`src/rtl/multicycle_control_unit.sv`:
```
// multicycle_control_unit: Moore FSM sequencing IF/ID/EX/MEM/WB for the 16-bit multi-cycle RISC datapath
module multicycle_control_unit #(
    parameter int STATE_W = 3
) (
    input  logic               clk,
    input  logic               reset,
    input  logic [3:0]         opcode,
    input  logic               zero,
    input  logic               mem_ready,
    output logic               enable_IF,
    output logic               enable_ID,
    output logic               enable_EX,
    output logic               enable_MEM,
    output logic [1:0]         RAsrc,
    output logic               RBsrc,
    output logic               regDst,
    output logic               ExtOp,
    output logic               ALUsrc,
    output logic [1:0]         ALUop,
    output logic               memRd,
    output logic               memWr,
    output logic               regWr,
    output logic [1:0]         wbSel,
    output logic               pcWr,
    output logic [1:0]         pcSrc,
    output logic [STATE_W-1:0] state_o
);
    localparam logic [STATE_W-1:0] S_IF  = STATE_W'(0);
    localparam logic [STATE_W-1:0] S_ID  = STATE_W'(1);
    localparam logic [STATE_W-1:0] S_EX  = STATE_W'(2);
    localparam logic [STATE_W-1:0] S_MEM = STATE_W'(3);
    localparam logic [STATE_W-1:0] S_WB  = STATE_W'(4);

    localparam logic [3:0] OP_AND  = 4'd0;
    localparam logic [3:0] OP_SUB  = 4'd2;
    localparam logic [3:0] OP_ADDI = 4'd3;
    localparam logic [3:0] OP_ANDI = 4'd4;
    localparam logic [3:0] OP_LW   = 4'd5;
    localparam logic [3:0] OP_SW   = 4'd6;
    localparam logic [3:0] OP_BEQ  = 4'd7;
    localparam logic [3:0] OP_BNE  = 4'd8;
    localparam logic [3:0] OP_JMP  = 4'd9;
    localparam logic [3:0] OP_CALL = 4'd10;
    localparam logic [3:0] OP_RET  = 4'd11;

    logic [STATE_W-1:0] r_state;
    logic [STATE_W-1:0] w_next;
    logic [STATE_W-1:0] w_st;
    logic [3:0]         r_op;

    // while reset is held the outputs show the IF state so an aborted access never strobes
    assign w_st    = reset ? S_IF : r_state;
    assign state_o = w_st;

    // state register and opcode latch captured during decode
    always_ff @(posedge clk) begin
        if (reset) begin
            r_state <= S_IF;
            r_op    <= 4'd0;
        end else begin
            r_state <= w_next;
            if (r_state == S_ID)
                r_op <= opcode;
        end
    end

    // next-state selection; ID uses the live opcode, later stages use the latched one
    always_comb begin
        w_next = S_IF;
        case (r_state)
            S_IF:  w_next = S_ID;
            S_ID:  w_next = (opcode == OP_JMP || opcode == OP_RET || opcode >= 4'd12) ? S_IF :
                            (opcode == OP_CALL) ? S_WB : S_EX;
            S_EX:  w_next = (r_op == OP_BEQ || r_op == OP_BNE) ? S_IF :
                            (r_op == OP_LW || r_op == OP_SW) ? S_MEM : S_WB;
            S_MEM: w_next = !mem_ready ? S_MEM : (r_op == OP_LW) ? S_WB : S_IF;
            S_WB:  w_next = S_IF;
            default: w_next = S_IF;
        endcase
    end

    // Moore outputs per state; illegal state codes drive everything low
    always_comb begin
        enable_IF  = 1'b0;
        enable_ID  = 1'b0;
        enable_EX  = 1'b0;
        enable_MEM = 1'b0;
        RAsrc      = 2'b00;
        RBsrc      = 1'b0;
        regDst     = 1'b0;
        ExtOp      = 1'b0;
        ALUsrc     = 1'b0;
        ALUop      = 2'b00;
        memRd      = 1'b0;
        memWr      = 1'b0;
        regWr      = 1'b0;
        wbSel      = 2'b00;
        pcWr       = 1'b0;
        pcSrc      = 2'b00;
        case (w_st)
            S_IF: enable_IF = 1'b1;
            S_ID: begin
                enable_ID = 1'b1;
                RAsrc     = (opcode == OP_RET) ? 2'b01 : 2'b00;
                RBsrc     = opcode == OP_SW || opcode == OP_BEQ || opcode == OP_BNE;
                ExtOp     = opcode != OP_ANDI;
                pcWr      = opcode == OP_JMP || opcode == OP_RET;
                pcSrc     = (opcode == OP_JMP) ? 2'b10 : (opcode == OP_RET) ? 2'b11 : 2'b00;
            end
            S_EX: begin
                enable_EX = 1'b1;
                ALUsrc    = r_op == OP_ADDI || r_op == OP_ANDI || r_op == OP_LW || r_op == OP_SW;
                ALUop     = (r_op == OP_AND || r_op == OP_ANDI) ? 2'b00 :
                            (r_op == OP_SUB || r_op == OP_BEQ || r_op == OP_BNE) ? 2'b10 : 2'b01;
                pcWr      = (r_op == OP_BEQ) ? zero : (r_op == OP_BNE) ? ~zero : 1'b0;
                pcSrc     = (r_op == OP_BEQ || r_op == OP_BNE) ? 2'b01 : 2'b00;
            end
            S_MEM: begin
                enable_MEM = 1'b1;
                memRd      = r_op == OP_LW;
                memWr      = r_op == OP_SW;
            end
            S_WB: begin
                regWr  = 1'b1;
                wbSel  = (r_op == OP_LW) ? 2'b01 : (r_op == OP_CALL) ? 2'b10 : 2'b00;
                regDst = r_op == OP_CALL;
                pcWr   = r_op == OP_CALL;
                pcSrc  = (r_op == OP_CALL) ? 2'b10 : 2'b00;
            end
            default: ;
        endcase
    end
endmodule

```
`config.mk`:
```
export PLATFORM = sky130hd
export DESIGN_NAME = multicycle_control_unit
export DESIGN_NICKNAME = d
export VERILOG_FILES = /design/src/rtl/multicycle_control_unit.sv
export SDC_FILE = /design/constraint.sdc
export NUM_CORES = 1
export LEC_CHECK = 0
export CAP_MARGIN = 30
export CORE_MARGIN = 1
export CORE_UTILIZATION = 40
export CTS_CLUSTER_SIZE = 28
export DETAILED_ROUTE_END_ITERATION = 10
export PLACE_DENSITY = 0.78
export SYNTH_ARGS = -nofsm -noshare
export SYNTH_HDL_FRONTEND = slang
export SYNTH_SLANG_ARGS = --single-unit
```
`constraint.sdc`:
```
create_clock -name clk -period 2.05 [get_ports clk]
set_input_delay 0.41 -clock clk [delete_from_list [all_inputs] [get_ports clk]]
set_output_delay 0.41 -clock clk [all_outputs]
set_load 0.005 [all_outputs]
```
==> results.cfg <==
[floorplan]
ios = 31
die_area_um2 = 1830
start_util = 0.438
die_w_um = 42.8
die_y_um = 42.8
num_rows = 14
core_um2 = 1520

[power_and_ir_drop]
p_per_area_nw_per_um2 = 412
clkPwrFrac = 0.264
p_sw_uw = 176
power_frac_comb = 0.416
internal-power_uw = 340
ir_worst_vdd_v = 0.000411
p_leak_uw = 0.000664
switching_share = 0.342
p_seq_frac = 0.320

[sta]
fin_skew_ps = 8.56
worst_slack_ps = 32.5
min_period_ps = 2020
slew_viol_final = 0
setup_viol = 0
fin_setup_tns_ps = 0
fin_crit_sh = 0.984
max_freq_mhz = 496
hold_viol_final = 0
rsz0062_at_grt = true

[final_layout]
final_area_um2 = 1250
fin_nets = 156
drive_above_1_share = 0.442
final_cell_mix = buf_4 (29), nor2_1 (14), clkdlybuf4s50_1 (10)
synthToLayoutAreaGrowth_pct = 88.2
fill_cells = 92
antennaDiodeCount = 0
post-route-util = 0.823
layout_commonest_cell = buf_4

[synth]
synthArstFlopShare = 0
yosysWarnings = 0
synth_ff_type = dfxtp_1
synth.top_cell.area_share = 0.210
avgSynthCellArea_um2 = 7.25
synth_nets = 100
synth-seq-cells = 7
synth_top_area_cell = dfxtp_1
syn_inst = 92
synth_edf_count = 0
synth_area_leaders = dfxtp_1 (21%), nor2_1 (9.6%), mux2i_1 (7.5%)
synth_cell_type_count = 38
synth_area_um2 = 667
ys_seq_area_frac = 0.210

[detailed_routing]
drt-total-wl_mm = 2.41
drc_errors = 0
num_vias = 911
drt-initial-drc-count = 12
ant_nets = 0
vias_per_cell = 5.59
wl_per_cell_um = 14.8
drtPass1Iterations = 4

[cts]
htree_levels = 1
clkSinkCount = 7
clockRootBuffer = clkbuf_4
hold_buffers = 0
clk_path_buf_depth = 2
worst_skew_pair.late_latency_ps = 260
cts_tree = yes
cts_buffers = 3
clk_pin_slew_ps = 50

[worst_setup_path]
critPathRequiredTime_ps = 1640
arrival_ps = 1610
reg2regPathDepth = 4
crit_type = reg2out
endpoint_kind = primary output
path_max_fanout = 4
critical_path.startpoint_type = register

[placement]
dp_hpwl_mm = 1.62
dp_slack_ps = -436
io_buffer_count = 29
dpl_cell_area_um2 = 1120
place.gp.congestion = 0.805

[global_routing]
grtUsageTotal = 0.263
grt_pass1_wl_mm = 3.73
grt_antenna_before_repair = 0
grt_overflow_total = 0
grt_max_degree = 12
grt_pass1_vias = 870

[min_path]
whs_path_depth = 3
min_path_type = in2reg

[flow_run]
max_cap_violations = 0

[outcome]
status = finished, final reports clean
==> stage by stage <==
stage	total power (uW)	hold WS [ps]	cells
final	517	583	163
after detailed placement	355	561	154
after floorplan	262	513	92
after CTS	501	584	162
after global routing	545	582	163
after global placement	348	560	154
==> path summary, 6_finish.rpt <==
check,start,slack [ps],end
setup / recovery,r_state[1],30,enable_MEM
hold / removal,reset,580,r_state[1]
setup reg to reg,r_op[3],540,r_state[1]
hold reg to reg,r_state[2],590,r_state[1]
==> worst max-delay path, stage by stage (launching register included) <==
cell	delay [ps]
dfxtp_4	370
nor2b_4	200
nand2_1	110
buf_4	150
inv_1	40
clkdlybuf4s50_1	480
==> layer usage <==
| layer | track usage | vias to the layer above | part of all wire |
|---|---|---|---|
| li1 | - | 429 | - |
| met1 | 0.304 | 434 | 0.40 |
| met2 | 0.488 | 42 | 0.53 |
| met3 | 0.0298 | 6 | 0.051 |
| met4 | 0.0938 | 0 | 0.022 |
| met5 | 0 | - | 0 |
==> cell type report <==
class | count | area (um2) | area share
Multi-Input combinational cell | 70 | 536 | 0.427
Timing Repair Buffer | 59 | 495 | 0.395
Sequential cell | 7 | 151 | 0.121
Clock buffer | 4 | 26.3 | 0.0209
Inverter | 7 | 26.3 | 0.0209
Tap cell | 16 | 20.0 | 0.0160
==> sequential cells by signal, summed over array words and instances (netlist names) <==
name and count:
r_op 4, r_state 3
==> cells by family (layout without fill, tap and decap cells) <==
kind of cell,count (synthesis),count (layout),share of synthesized area
AO/OA/AOI/OAI,11,11,0.116
XOR/XNOR,3,3,0.0394
flip-flops,7,7,0.210
buffers and inverters,15,70,0.111
adder cells (fa/ha/maj),1,1,0.0150
multiplexers,5,5,0.0750
AND/OR/NAND/NOR,49,49,0.428
other,1,1,0.00562
==> power by group through the flow <==
| stage | Sequential [uW] | Clock, uW | Combinational, uW |
|---|---|---|---|
| final | 165 | 136 | 215 |
| after global routing | 166 | 146 | 232 |
| after CTS | 164 | 131 | 207 |
| after detailed placement | 162 | 0 | 193 |
| after global placement | 161 | 0 | 186 |
| after floorplan | 155 | 0 | 107 |
==> Yosys cell counts, drive strengths merged (2+ instances only) <==
master / instances
nor2: 17
xor2: 2
dfxtp: 7
mux2i: 5
clkbuf: 3
nor4b: 2
nand2: 9
nor3b: 2
nor3: 4
inv: 7
a21oi: 2
nor2b: 6
buf: 5
==> what timing repair did <==
action / 4_1_cts / 5_1_grt
setup endpoints to repair: 22 / 12
buffers inserted: 4 / 1
pin swaps: 6 / 1
gates resized for setup: 43 / 18
Note: power is estimated with default switching activity, not from simulation.
